==> src/rtl/uart_boot_loader_pkg.sv <==
// Shared constants and FSM state encoding for the UART boot loader.
package uart_boot_loader_pkg;

    localparam logic [7:0] MAGIC_DEF = 8'hA5;
    localparam logic [7:0] ACK       = 8'h06;
    localparam logic [7:0] NAK       = 8'h15;

    typedef enum logic [2:0] {
        S_IDLE,
        S_LEN_LO,
        S_LEN_HI,
        S_DATA,
        S_CSUM,
        S_SEND,
        S_WAIT_TX,
        S_DONE
    } state_t;

endpackage

==> src/rtl/uart_boot_loader_timeout.sv <==
// Inter-byte watchdog: counts enabled cycles since the last clear and flags
// expiry on the TIMEOUT_CYC-th cycle. A clear in the expiry cycle suppresses it.
module uart_boot_loader_timeout #(
    parameter int TIMEOUT_CYC = 1_000_000
) (
    input  logic clk,
    input  logic rst_n,
    input  logic clr,
    input  logic en,
    output logic expire
);

    localparam int CW = $clog2(TIMEOUT_CYC + 1);

    logic [CW-1:0] cnt;

    assign expire = en && !clr && (cnt == CW'(TIMEOUT_CYC - 1));

    // Outside a frame the counter rests at zero so each frame starts fresh.
    always_ff @(posedge clk or negedge rst_n) begin
        if (!rst_n)
            cnt <= '0;
        else if (clr || !en)
            cnt <= '0;
        else if (!expire)
            cnt <= cnt + CW'(1);
    end

endmodule

==> src/rtl/uart_boot_loader.sv <==
// Frame parser that loads little-endian words into imem, checks an XOR
// checksum, answers ACK/NAK over the UART and releases the CPU after a good image.
module uart_boot_loader
    import uart_boot_loader_pkg::*;
#(
    parameter int                ADDR_W      = 16,
    parameter logic [ADDR_W-1:0] BASE_ADDR   = '0,
    parameter int                MAX_WORDS   = 1024,
    parameter int                TIMEOUT_CYC = 1_000_000,
    parameter logic [7:0]        MAGIC       = MAGIC_DEF
) (
    input  logic              clk,
    input  logic              rst_n,
    input  logic              rx_done_tick,
    input  logic [7:0]        rx_data,
    output logic              tx_start,
    output logic [7:0]        tx_data,
    input  logic              tx_done_tick,
    output logic              mem_we,
    output logic [ADDR_W-1:0] mem_addr,
    output logic [31:0]       mem_wdata,
    output logic              cpu_rst_n,
    output logic              done,
    output logic              err
);

    state_t      state, state_n;
    logic [7:0]  len_lo;
    logic [15:0] len;
    logic [15:0] idx;
    logic [1:0]  byte_cnt;
    logic [31:0] word_sr;
    logic [7:0]  csum;
    logic        send_now;
    logic [7:0]  send_byte;
    logic        tmo_en, expire;

    logic [15:0]       len_in;
    logic              len_bad;
    logic              last_word;
    logic [31:0]       word_next;
    logic [ADDR_W-1:0] word_addr;

    assign len_in    = {rx_data, len_lo};
    assign len_bad   = (len_in == 16'd0) || (32'(len_in) > MAX_WORDS);
    assign last_word = (idx + 16'd1 == len);
    // Bytes arrive LSB first, so shift in from the top.
    assign word_next = {rx_data, word_sr[31:8]};
    assign word_addr = BASE_ADDR + ADDR_W'({idx, 2'b00});
    assign tmo_en    = (state == S_LEN_LO) || (state == S_LEN_HI) ||
                       (state == S_DATA)   || (state == S_CSUM);

    uart_boot_loader_timeout #(.TIMEOUT_CYC(TIMEOUT_CYC)) u_timeout (
        .clk    (clk),
        .rst_n  (rst_n),
        .clr    (rx_done_tick),
        .en     (tmo_en),
        .expire (expire)
    );

    always_ff @(posedge clk or negedge rst_n) begin
        if (!rst_n) state <= S_IDLE;
        else        state <= state_n;
    end

    // A received byte always takes priority over a simultaneous timeout.
    always_comb begin
        state_n   = state;
        send_now  = 1'b0;
        send_byte = NAK;
        case (state)
            S_IDLE:    if (rx_done_tick && rx_data == MAGIC) state_n = S_LEN_LO;
            S_LEN_LO:  if (rx_done_tick) state_n = S_LEN_HI;
                       else if (expire) send_now = 1'b1;
            S_LEN_HI:  if (rx_done_tick) begin
                           if (len_bad) send_now = 1'b1;
                           else         state_n  = S_DATA;
                       end else if (expire) send_now = 1'b1;
            S_DATA:    if (rx_done_tick) begin
                           if (byte_cnt == 2'd3 && last_word) state_n = S_CSUM;
                       end else if (expire) send_now = 1'b1;
            S_CSUM:    if (rx_done_tick) begin
                           send_now = 1'b1;
                           if (rx_data == csum) send_byte = ACK;
                       end else if (expire) send_now = 1'b1;
            S_SEND:    state_n = S_WAIT_TX;
            S_WAIT_TX: if (tx_done_tick) state_n = (tx_data == ACK) ? S_DONE : S_IDLE;
            S_DONE:    state_n = S_DONE;
            default:   state_n = S_IDLE;
        endcase
        if (send_now) state_n = S_SEND;
    end

    always_ff @(posedge clk or negedge rst_n) begin
        if (!rst_n) begin
            len_lo    <= '0;
            len       <= '0;
            idx       <= '0;
            byte_cnt  <= '0;
            word_sr   <= '0;
            csum      <= '0;
            tx_start  <= 1'b0;
            tx_data   <= 8'h00;
            mem_we    <= 1'b0;
            mem_addr  <= BASE_ADDR;
            mem_wdata <= '0;
            cpu_rst_n <= 1'b0;
            done      <= 1'b0;
            err       <= 1'b0;
        end else begin
            mem_we   <= 1'b0;
            tx_start <= 1'b0;
            if (state == S_IDLE && state_n == S_LEN_LO) begin
                err      <= 1'b0;
                csum     <= '0;
                idx      <= '0;
                byte_cnt <= '0;
            end
            if (state == S_LEN_LO && rx_done_tick) len_lo <= rx_data;
            if (state == S_LEN_HI && rx_done_tick) len    <= len_in;
            if (state == S_DATA && rx_done_tick) begin
                word_sr  <= word_next;
                csum     <= csum ^ rx_data;
                byte_cnt <= byte_cnt + 2'd1;
                if (byte_cnt == 2'd3) begin
                    mem_we    <= 1'b1;
                    mem_addr  <= word_addr;
                    mem_wdata <= word_next;
                    idx       <= idx + 16'd1;
                end
            end
            if (send_now) begin
                tx_start <= 1'b1;
                tx_data  <= send_byte;
            end
            if (state == S_WAIT_TX && tx_done_tick) begin
                if (tx_data == ACK) begin
                    done      <= 1'b1;
                    cpu_rst_n <= 1'b1;
                end else begin
                    err <= 1'b1;
                end
            end
        end
    end

endmodule

==> config.mk <==
export PLATFORM = sky130hd
export DESIGN_NAME = uart_boot_loader
export DESIGN_NICKNAME = d
export VERILOG_FILES = /design/src/rtl/uart_boot_loader_pkg.sv /design/src/rtl/uart_boot_loader_timeout.sv /design/src/rtl/uart_boot_loader.sv
export SDC_FILE = /design/constraint.sdc
export NUM_CORES = 1
export LEC_CHECK = 0
export CAP_MARGIN = 20
export CORE_MARGIN = 2
export CORE_UTILIZATION = 48
export DETAILED_ROUTE_END_ITERATION = 16
export PLACE_DENSITY = 0.7
export SLEW_MARGIN = 15
export SYNTH_ARGS = -nofsm -noshare
export SYNTH_HDL_FRONTEND = slang
export SYNTH_HIERARCHICAL = 1
export SYNTH_SLANG_ARGS = --single-unit
export TNS_END_PERCENT = 1
==> constraint.sdc <==
create_clock -name clk -period 4.15 [get_ports clk]
set_input_delay 1.245 -clock clk [delete_from_list [all_inputs] [get_ports clk]]
set_output_delay 1.245 -clock clk [all_outputs]
set_load 0.1 [all_outputs]
==> parameters.txt, run 1 <==
Parameter                              Value

Setup path
  Logic depth of the worst setup path including buffers    1
  Slowest cell on crit path    sky130_fd_sc_hd__clkdlybuf4s50_1
  Startpoint types    flip-flop
  Maximum fanout along the worst path    5
  Cell-by-cell trace of the critical path    clkdlybuf4s50_1
  Worst reg2reg startpoint    u_timeout/cnt[7]
  Setup Crit Path Kind    reg -> out
  Arrival @ worst endpoint    between 1500 and 2000 ps
  Required time worst endpoint    2900 ps
  Depth of the most critical reg-to-reg path    8
  Sum of buffers and inverters on the critical path    1
  Top cell family by delay on the critical path    buffers and inverters
  Launching element of the worst setup path    tx_data[0]
  Crit end category    primary output
  Slowest cell delay on critical path    1160 ps

Placement
  Placer's final routability congestion estimate    0.885
  Post-DP HPWL    10700 um
  Setup WS pre-CTS    586 ps
  Count of input and output buffers    66

CTS
  Number of clock buffers inserted by TritonCTS    17
  Latest clock arrival within the worst-skew pair    ~430 ps
  Clock tree from TritonCTS    yes
  Clock-pin transition on the worst setup and hold timing paths    about 70 ps
  CTS sink cnt    150
  Largest buffer count on any clock path    2
  Hold buffer count at cts    0
  Post-CTS Setup Inserts    0
  CTS resizes    0
  CTS Root Cell    sky130_fd_sc_hd__clkbuf_16
  H-tree depth reported by CTS    4

Hold path
  Hold path depth    2
  Hold/Removal Path Class    reg -> reg
  Startpoint of the tightest hold check path    word_sr[13]

Yosys
  Total of flip-flops plus latches after synthesis    150
  Cells after Synth    759
  Unique masters post-synth    63
  Proportion of synthesized flip-flops having asynchronous set or reset    1.00
  Mean instance size in the synthesized netlist    9.32 um2
  Sequential share of the synthesized area    0.531
  Post-Syn Area    7070 um2
  Synthesis Warnings    6
  Primary flip-flop cell chosen by synthesis mapping    sky130_fd_sc_hd__dfrtp_1
  Number of synthesized flops with an enable pin    0

Routing
  ANT nets after route    0
  DR pass1 iterations    5
  Via count of the routed design    around 5500
  Post-detailed-route via-to-cell ratio    5.49
  Avg WL per Cell    15.8 um
  Total length of routed wires    around 16000 um
  Number of DRC violations after detailed-routing iteration 0    379
  Total DRC errors in the routed layout    0

Run
  MaxCap Viol Count    0

Floorplanning
  Floorplan die width    125 um
  Number of placement rows    44
  Vertical extent of the die    ~130 um
  I/O pin count    between 70 and 80
  CORE AREA    14500 um2
  Initial core utilization    0.488
  Die outline area    15700 um2

Cells and area
  Number of nets in the layout    823
  Area overhead of the layout relative to synthesis    19.6%
  Final antenna diode count    0
  Layout cell share with drive strength beyond 1    0.0987

Global routing
  Largest net degree at the start of global routing    75
  Number of antenna violations at the first check in global routing    0
  Via count of the first global-routing pass    5504
  All-layer global routing usage    0.212
  First-pass GRT wire length    between 20000 and 30000 um
  Sum of overflow across all layers after global routing    0

Power
  Worst supply voltage drop on vdd    around 0.35 mV
  LEAKAGE    approximately 3.9 nW
  Power density over the cells    ~590 nW/um2

Timing
  Worst slew slack as a fraction of its limit    0.318
  Final cycle utilization of the critical path    0.779
  Number of failing hold endpoints at the final stage    0
  Final sum of negative setup slack    0 ps
  Worst clock skew    9.78 ps
  Final critical path time including I/O delays and setup    3230 ps
  Final-report setup violation count    0
  Final worst setup slack    918 ps
  RSZ-0062 raised after global routing    false
  Maximum achievable frequency    slightly above 300 MHz
  Final Max Tran Viols    0
  Slew at the pin with the worst max-slew slack    1020 ps

Outcome
  Status    completed
## cells in the final DEF, fill, tap and decap left out, types with 5 or more instances in the layout
| cell type | instances |
|---|---|
| sky130_fd_sc_hd__nor2_1 | 39 |
| sky130_fd_sc_hd__a31oi_1 | 7 |
| sky130_fd_sc_hd__o21ai_1 | 20 |
| sky130_fd_sc_hd__mux2_1 | 7 |
| sky130_fd_sc_hd__mux2_2 | 18 |
| sky130_fd_sc_hd__nor2b_1 | 5 |
| sky130_fd_sc_hd__inv_6 | 5 |
| sky130_fd_sc_hd__a21oi_1 | 12 |
| sky130_fd_sc_hd__nor3_1 | 7 |
| sky130_fd_sc_hd__dfrtp_1 | 150 |
| sky130_fd_sc_hd__xnor2_1 | 26 |
| sky130_fd_sc_hd__buf_4 | 11 |
| sky130_fd_sc_hd__nand2_1 | 241 |
| sky130_fd_sc_hd__clkdlybuf4s50_1 | 65 |
| sky130_fd_sc_hd__clkbuf_16 | 17 |
| sky130_fd_sc_hd__conb_1 | 6 |
| sky130_fd_sc_hd__nand3_1 | 19 |
| sky130_fd_sc_hd__and3_1 | 6 |
| sky130_fd_sc_hd__inv_1 | 6 |
| sky130_fd_sc_hd__or4_1 | 6 |
| sky130_fd_sc_hd__o31ai_1 | 5 |
| sky130_fd_sc_hd__nor4_1 | 6 |
| sky130_fd_sc_hd__nand4_1 | 13 |
| sky130_fd_sc_hd__xor2_1 | 14 |
| sky130_fd_sc_hd__o21ai_0 | 37 |
## report_power, final
| group | internal, mW | switching (mW) | leakage, nW | total, mW |
|---|---|---|---|---|
| sequential | 1.78 | 0.303 | 2.00 | 2.08 |
| clock | 0.972 | 0.669 | 0.303 | 1.64 |
| combinational | 0.452 | 0.786 | 1.61 | 1.24 |
## area by class of cell
type | instances | area (um2)
fillers | 1289 | 6020
inverters | 7 | 26.3
flip-flops and latches | 150 | 3750
repair buffers | 77 | 744
clock inverters | 15 | 203
clock buffers | 17 | 425
well taps | 184 | 230
multi-input cells | 555 | 3080
## cells in the mapped netlist (12+ instances only)
master	count	share of area
sky130_fd_sc_hd__a21oi_1	12	0.0085
sky130_fd_sc_hd__clkbuf_1	30	0.016
sky130_fd_sc_hd__dfrtp_1	150	0.53
sky130_fd_sc_hd__mux2_2	18	0.029
sky130_fd_sc_hd__nand2_1	242	0.13
sky130_fd_sc_hd__nand3_1	19	0.013
sky130_fd_sc_hd__nand4_1	13	0.012
sky130_fd_sc_hd__nor2_1	39	0.021
sky130_fd_sc_hd__o21ai_0	37	0.026
sky130_fd_sc_hd__o21ai_1	20	0.014
sky130_fd_sc_hd__xnor2_1	26	0.032
sky130_fd_sc_hd__xor2_1	14	0.017
## per-stage QoR
step                area, um2  power [mW]  hold WS (ps)  utilization  instances
CTS                      8450        5.00           479        0.584       1004
finish                   8460        4.96           472        0.584       1005
global placement         7820        3.29           461        0.540        972
global route             8460        5.19           497        0.584       1005
floorplan                7090        3.00           439            -        764
detailed placement       7820        3.34           462        0.540        972
## final timing paths
kind	slack, ps	endpoint
worst max-delay path	920	tx_data[0]
worst min-delay path	470	mem_wdata[5]
worst max register to register	1490	state[1]
worst min register to register	470	mem_wdata[5]
max in group asynchronous	2460	state[2]
min in group asynchronous	830	u_timeout/cnt[19]
## cells by family after synthesis
kind of cell,share of synthesized area
other cells,0.000530
simple gates,0.249
xor+xnor,0.0495
fa+ha+maj,0.00531
buf+inv,0.0372
compound gates,0.0874
mux,0.0398
flops,0.531
## flip-flops by register name, indices dropped and copies added (netlist names)
name and flops:
done 1, err 1, tx_start 1, len_lo 8, idx 16, state 3, mem_addr 14, tx_data 3
word_sr 24, u_timeout/cnt 20, mem_wdata 32, mem_we 1, csum 8, len 16, byte_cnt 2
## routing by layer
layer  up-vias  GRT usage  routed length (um)
met4         0     0.0824                 234
met2       140      0.342                7750
li1       2646          -                   -
met3        22     0.0445                 667
met5         -          0                   0
met1      2711      0.284                7220
(Power assumes the default switching activity.)
==> run 2: changes to the inputs <==
==> constraint.sdc (replaced) <==
create_clock -name clk -period 3.3 [get_ports clk]
set_input_delay 0.99 -clock clk [delete_from_list [all_inputs] [get_ports clk]]
set_output_delay 0.99 -clock clk [all_outputs]
set_load 0.1 [all_outputs]
==> run 2 against run 1 <==
Worst setup slack worse by 380 ps. Via count increased by 1.1%. First-iteration DRC count up 4.5%. Worst hold slack gained 2.9 ps. Flip-flop and latch count did not move. Sequential power grew 25%. Combinational power grew 25%. Cell count rose by 0.60%. Register-to-register slack lost 850 ps. Utilization down 0.69 points. Clock skew down 1.7 ps. Critical path type is now in -> reg. Critical endpoint is now idx[10]. Largest power group unchanged. Highest routed layer unchanged.
==> parameters.txt, run 2 (synthesized netlist as in run 1, its figures left out) <==
Parameter                              Value

Setup path
  Setup Crit Path Kind    in -> reg (was reg -> out)
  Slowest cell delay on critical path    740 ps (was 1160 ps)
  Top cell family by delay on the critical path    simple AND/OR/NAND/NOR gates (was buffers and inverters)
  Crit end category    flip-flop (was primary output)
  Required time worst endpoint    3650 ps (was 2900 ps)
  Slowest cell on crit path    sky130_fd_sc_hd__nor2_1 (was sky130_fd_sc_hd__clkdlybuf4s50_1)
  Cell-by-cell trace of the critical path    clkdlybuf4s50_1 -> nor4b_1 -> and4_1 -> nor2_1 -> o21ai_0 -> o21ai_1 (was clkdlybuf4s50_1)
  Maximum fanout along the worst path    14 (was 5)
  Startpoint types    input port (was flip-flop)
  Sum of buffers and inverters on the critical path    1 (unchanged)
  Arrival @ worst endpoint    3110 ps (was 1990 ps)

Cells and area
  Final antenna diode count    0 (unchanged)
  Layout cell share with drive strength beyond 1    0.172 (was 0.0987)
  Max FFs per register    32 (unchanged)
  Most common cell after layout, fill and taps aside    sky130_fd_sc_hd__nand2_1 (unchanged)
  Highest-count cells in the layout ignoring fill and taps    sky130_fd_sc_hd__nand2_1 (241), sky130_fd_sc_hd__dfrtp_1 (150), sky130_fd_sc_hd__buf_4 (71), sky130_fd_sc_hd__nor2_1 (39), sky130_fd_sc_hd__o21ai_0 (37) (was sky130_fd_sc_hd__nand2_1 (241), sky130_fd_sc_hd__dfrtp_1 (150), sky130_fd_sc_hd__clkdlybuf4s50_1 (65), sky130_fd_sc_hd__nor2_1 (39), sky130_fd_sc_hd__o21ai_0 (37))
  Register containing the most flip-flops in the final layout    mem_wdata (unchanged)
  Number of nets in the layout    829 (was 823)
  Number of fillers in the final layout    1217 (was 1289)
  Fin area    8360 um2 (was 8460 um2)
  Registers with the most flip-flops    mem_wdata x32, word_sr x24, u_timeout/cnt x20 (unchanged)
  Util after Layout    0.577 (was 0.584)
  Area overhead of the layout relative to synthesis    18.2% (was 19.6%)

Power
  Cell internal pwr    3.98 mW (was 3.20 mW)
  Power density over the cells    734 nW/um2 (was 586 nW/um2)
  LEAKAGE    4.04 nW (was 3.91 nW)
  Clock power share    0.322 (was 0.331)
  Combinational fraction of design power    0.252 (was 0.250)
  Sw Ratio    0.352 (was 0.355)
  Sw power    2.16 mW (was 1.76 mW)
  Power share of the sequential group    0.426 (was 0.419)
  Total Power Consumption    6.14 mW (was 4.96 mW)
  Worst supply voltage drop on vdd    0.490 mV (was 0.346 mV)

Placement
  Count of input and output buffers    66 (unchanged)
  Post-DP HPWL    10800 um (was 10700 um)
  Placer's final routability congestion estimate    0.910 (was 0.885)
  Cell area reported after detailed placement    7750 um2 (was 7820 um2)

Routing
  Total met3 wirelength after detailed routing    759 um (was 667 um)
  Post-detailed-route via-to-cell ratio    5.52 (was 5.49)
  ANT nets after route    0 (unchanged)
  DR pass1 iterations    5 (unchanged)
  Avg WL per Cell    15.9 um (was 15.8 um)
  Via count of the routed design    5582 (was 5519)
  Total length of routed wires    16100 um (was 15900 um)
  Total DRC errors in the routed layout    0 (unchanged)
  Top Metal Used    met4 (unchanged)
  Met2 wire length    7570 um (was 7750 um)
  Number of DRC violations after detailed-routing iteration 0    396 (was 379)
  Routed met1 length    7440 um (was 7220 um)

CTS
  Largest buffer count on any clock path    2 (unchanged)
  Number of clock buffers inserted by TritonCTS    17 (unchanged)
  H-tree depth reported by CTS    4 (unchanged)
  CTS sink cnt    150 (unchanged)
  CTS Root Cell    sky130_fd_sc_hd__clkbuf_16 (unchanged)
  CTS resizes    0 (unchanged)
  Post-CTS Setup Inserts    0 (unchanged)
  Clock-pin transition on the worst setup and hold timing paths    60 ps (was 70 ps)
  Latest clock arrival within the worst-skew pair    430 ps (about the same)
  Clock tree from TritonCTS    yes (unchanged)
  Hold buffer count at cts    0 (unchanged)

Global routing
  Largest net degree at the start of global routing    68 (was 75)
  All-layer global routing usage    0.211 (was 0.212)
  First-pass GRT wire length    27000 um (was 27200 um)
  Sum of overflow across all layers after global routing    0 (unchanged)
  Via count of the first global-routing pass    5453 (was 5504)
  Number of antenna violations at the first check in global routing    0 (unchanged)

Timing
  Final critical path time including I/O delays and setup    around 2800 ps
  Worst clock skew    8.05 ps (was 9.78 ps)
  Worst slew slack as a fraction of its limit    0.352 (was 0.318)
  Final Max Tran Viols    0 (unchanged)
  Final sum of negative setup slack    0 ps (unchanged)
  RSZ-0062 raised after global routing    false (unchanged)
  Maximum achievable frequency    362 MHz
  Final-report setup violation count    0 (unchanged)
  Final cycle utilization of the critical path    0.837
  Number of failing hold endpoints at the final stage    0 (unchanged)
  Slew at the pin with the worst max-slew slack    968 ps (was 1020 ps)

Floorplanning
  Floorplan die width    125 um (unchanged)
  CORE AREA    14500 um2 (unchanged)
  Number of placement rows    44 (unchanged)
  Die outline area    15700 um2 (unchanged)
  I/O pin count    73 (unchanged)
  Vertical extent of the die    125 um (unchanged)
  Initial core utilization    0.488 (unchanged)

Outcome
  Status    completed (unchanged)

Run
  MaxCap Viol Count    0 (unchanged)

Hold path
  Hold/Removal Path Class    reg -> reg (unchanged)
[run 2: cell types whose count changed in the layout (fill, tap and decap cells not counted)]
cell / change
sky130_fd_sc_hd__clkinv_4: +2
sky130_fd_sc_hd__clkinv_2: +1
sky130_fd_sc_hd__inv_6: -1
sky130_fd_sc_hd__clkbuf_8: +3
sky130_fd_sc_hd__buf_12: +1
sky130_fd_sc_hd__clkdlybuf4s50_1: -55
sky130_fd_sc_hd__buf_4: +60
sky130_fd_sc_hd__bufinv_16: -1
sky130_fd_sc_hd__inv_8: -4
[run 2: final timing paths]
path,start,endpoint,slack (ps),cells after the start
worst max-delay path,rx_data[1],idx[10],540,6
worst min-delay path,word_sr[14],mem_wdata[6],480,2
worst max register to register,u_timeout/cnt[13],tx_data[1],640,8
worst min register to register,word_sr[14],mem_wdata[6],480,2
max in group asynchronous,rst_n,csum[2],1970,2
min in group asynchronous,rst_n,u_timeout/cnt[17],550,1
[run 2: worst register-to-register path, delay by kind of cell (launching register included)]
| kind | cells | cell delay (ps) |
|---|---|---|
| AND/OR/NAND/NOR | 5 | 1540 |
| AO/OA/AOI/OAI | 3 | 590 |
| flip-flops | 1 | 430 |
[run 2: metrics by stage]
step / std cells / hold slack, ps / worst slack, ps
3_3_place_gp: 979 / 462 / 149
6_report: 1011 / 475 / 539
5_1_grt: 1011 / 497 / 348
3_5_place_dp: 979 / 464 / 144
2_1_floorplan: 764 / 439 / 792
4_1_cts: 1011 / 478 / 604
[run 2: cell type report]
class	count	area, um2	share of cell area
multi-input cells	555	3080	0.368
flip-flops and latches	150	3750	0.449
inverters	7	26.3	0.00314
repair buffers	83	664	0.0795
clock inverters	12	141	0.0169
well taps	184	230	0.0275
clock buffers	20	467	0.0558
[run 2: power by group through the flow]
stage / registers, mW / clock network [mW] / logic [mW]
after global placement: 2.62 / 0 / 1.50
after global routing: 2.67 / 2.09 / 1.68
after detailed placement: 2.63 / 0 / 1.54
after CTS: 2.61 / 2.01 / 1.56
final: 2.61 / 1.98 / 1.55
after floorplan: 2.86 / 0 / 0.907
[run 2: routing by layer]
| layer | GRT usage | vias to the layer above |
|---|---|---|
| li1 | - | 2666 |
| met2 | 0.335 | 164 |
| met4 | 0.0824 | 0 |
| met1 | 0.290 | 2727 |
| met5 | 0 | - |
| met3 | 0.0402 | 25 |
==> run 3: changes to the inputs <==
==> constraint.sdc (replaced) <==
create_clock -name clk -period 2.6 [get_ports clk]
set_input_delay 0.78 -clock clk [delete_from_list [all_inputs] [get_ports clk]]
set_output_delay 0.78 -clock clk [all_outputs]
set_load 0.1 [all_outputs]
==> run 3 against run 2 <==
Register-to-register slack got worse by 460 ps. Sequential power is 26% higher. Non-clock buffer count increased by 24. Critical path depth increased by 1. Critical path type is now reg -> reg. Global-route usage increased by 0.099 points. Critical endpoint is now state[0]. Clock power up 12%. Cell count up 2.2%. Wire length up 0.38%. Via count rose by 2.5%. Count of clock-buffer cells in the layout is 3 lower. Die area unchanged.
==> parameters.txt, run 3 (synthesized netlist as in run 1, its figures left out) <==
Parameter                              Value

Outcome
  Status    completed (unchanged)

Cells and area
  Registers with the most flip-flops    mem_wdata x32, word_sr x24, u_timeout/cnt x20 (unchanged)
  Layout cell share with drive strength beyond 1    0.194 (was 0.172)
  Util after Layout    0.588 (was 0.577)
  Filler-free cell count of the finished design    1033 (was 1011)
  Most common cell after layout, fill and taps aside    sky130_fd_sc_hd__nand2_1 (unchanged)
  Number of nets in the layout    853 (was 829)
  Highest-count cells in the layout ignoring fill and taps    sky130_fd_sc_hd__nand2_1 (241), sky130_fd_sc_hd__dfrtp_1 (150), sky130_fd_sc_hd__buf_4 (92), sky130_fd_sc_hd__nor2_1 (38), sky130_fd_sc_hd__o21ai_0 (37) (was sky130_fd_sc_hd__nand2_1 (241), sky130_fd_sc_hd__dfrtp_1 (150), sky130_fd_sc_hd__buf_4 (71), sky130_fd_sc_hd__nor2_1 (39), sky130_fd_sc_hd__o21ai_0 (37))
  Max FFs per register    32 (unchanged)
  Register containing the most flip-flops in the final layout    mem_wdata (unchanged)
  Final antenna diode count    0 (unchanged)
  Area overhead of the layout relative to synthesis    20.3% (was 18.2%)

Routing
  DR pass1 iterations    5 (unchanged)
  Avg WL per Cell    15.6 um (was 15.9 um)
  ANT nets after route    0 (unchanged)
  Total DRC errors in the routed layout    0 (unchanged)
  Via count of the routed design    5719 (was 5582)
  Post-detailed-route via-to-cell ratio    5.54 (was 5.52)
  Total length of routed wires    16100 um (about the same)
  Number of DRC violations after detailed-routing iteration 0    268 (was 396)

CTS
  Post-CTS Setup Inserts    0 (unchanged)
  CTS resizes    0 (unchanged)
  H-tree depth reported by CTS    4 (unchanged)
  Clock-pin transition on the worst setup and hold timing paths    70 ps (was 60 ps)
  Clock tree from TritonCTS    yes (unchanged)
  CTS sink cnt    150 (unchanged)
  Number of clock buffers inserted by TritonCTS    17 (unchanged)
  CTS Root Cell    sky130_fd_sc_hd__clkbuf_16 (unchanged)
  Latest clock arrival within the worst-skew pair    430 ps (about the same)
  Largest buffer count on any clock path    2 (unchanged)
  Hold buffer count at cts    0 (unchanged)

Global routing
  Sum of overflow across all layers after global routing    0 (unchanged)
  Number of antenna violations at the first check in global routing    0 (unchanged)
  First-pass GRT wire length    27000 um (about the same)
  All-layer global routing usage    0.212 (was 0.211)
  Largest net degree at the start of global routing    58 (was 68)
  Via count of the first global-routing pass    5498 (was 5453)

Setup path
  Top cell family by delay on the critical path    simple AND/OR/NAND/NOR gates (unchanged)
  Slowest cell on crit path    sky130_fd_sc_hd__nor4_4 (was sky130_fd_sc_hd__nor2_1)
  Slowest cell delay on critical path    450 ps (was 740 ps)
  Arrival @ worst endpoint    2700 ps (was 3110 ps)
  Cell-by-cell trace of the critical path    ha_1 -> nand2_1 -> nor4_1 -> xnor2_1 -> nand4_2 -> nor4_4 -> o211ai_1 (was clkdlybuf4s50_1 -> nor4b_1 -> and4_1 -> nor2_1 -> o21ai_0 -> o21ai_1)
  Required time worst endpoint    2880 ps (was 3650 ps)
  Setup Crit Path Kind    reg -> reg (was in -> reg)
  Maximum fanout along the worst path    8 (was 14)
  Startpoint types    flip-flop (was input port)
  Crit end category    flip-flop (unchanged)
  Sum of buffers and inverters on the critical path    0 (was 1)

Timing
  Number of failing hold endpoints at the final stage    0 (unchanged)
  Final critical path time including I/O delays and setup    2420 ps
  Maximum achievable frequency    413 MHz
  Final worst setup slack    180 ps (was 539 ps)
  Worst clock skew    9.82 ps (was 8.05 ps)
  Final sum of negative setup slack    0 ps (unchanged)
  Slew at the pin with the worst max-slew slack    649 ps (was 968 ps)
  Worst slew slack as a fraction of its limit    0.567 (was 0.352)
  RSZ-0062 raised after global routing    false (unchanged)
  Final cycle utilization of the critical path    0.931
  Final-report setup violation count    0 (unchanged)
  Final Max Tran Viols    0 (unchanged)

Power
  Worst supply voltage drop on vdd    0.489 mV (was 0.490 mV)
  Total Power Consumption    7.52 mW (was 6.14 mW)
  LEAKAGE    4.13 nW (was 4.04 nW)
  Power density over the cells    884 nW/um2 (was 734 nW/um2)

Hold path
  Hold/Removal Path Class    in -> async (was reg -> reg)

Run
  MaxCap Viol Count    0 (unchanged)

Placement
  Placer's final routability congestion estimate    0.876 (was 0.910)
  Count of input and output buffers    66 (unchanged)
  Setup WS pre-CTS    -371 ps (was 144 ps)
  Placed instance count    1003 (was 979)
  Post-DP HPWL    11200 um (was 10800 um)

Floorplanning
  Initial core utilization    0.488 (unchanged)
  Floorplan die width    125 um (unchanged)
  Number of placement rows    44 (unchanged)
  I/O pin count    73 (unchanged)
  CORE AREA    14500 um2 (unchanged)
  Die outline area    15700 um2 (unchanged)
  Vertical extent of the die    125 um (unchanged)
-- run 3: final timing paths --
check	startpoint	endpoint	slack, ps	depth (start not counted)
min in group clk	mem_addr[3]	mem_addr[3]	470	2
max in group asynchronous	rst_n	csum[5]	1600	2
setup / recovery	idx[1]	state[0]	180	7
hold reg to reg	mem_addr[3]	mem_addr[3]	470	2
hold / removal	rst_n	u_timeout/cnt[15]	320	1
setup reg to reg	idx[1]	state[0]	180	7
-- run 3: layout make-up --
type / instances / area [um2]
Multi-Input combinational cell: 555 / 3090
Clock buffer: 17 / 425
Sequential cell: 150 / 3750
Inverter: 7 / 26.3
Tap cell: 184 / 230
Clock inverter: 13 / 103
Timing Repair Buffer: 107 / 882
Fill cell: 1276 / 5970
-- run 3: power breakdown --
group          leakage, nW  switching (mW)  total, mW  internal (mW)
Combinational         1.88            1.27       2.01          0.737
Clock                0.252            1.00       2.22           1.22
Sequential            2.00           0.453       3.29           2.84
Total                 4.13            2.73       7.52           4.79
-- run 3: stage by stage --
stage | hold slack, ps | instance area, um2
finish | 319 | 8510
global route | 357 | 8510
CTS | 330 | 8500
detailed placement | 463 | 7970
global placement | 460 | 7970
floorplan | 439 | 7090
-- run 3: per-layer routing --
metal / vias to the layer above / share of wire / global-route usage
met5: - / 0 / 0
met4: 0 / 0.018 / 0.0804
met3: 24 / 0.041 / 0.0419
met2: 134 / 0.48 / 0.340
met1: 2849 / 0.46 / 0.288
li1: 2712 / - / -
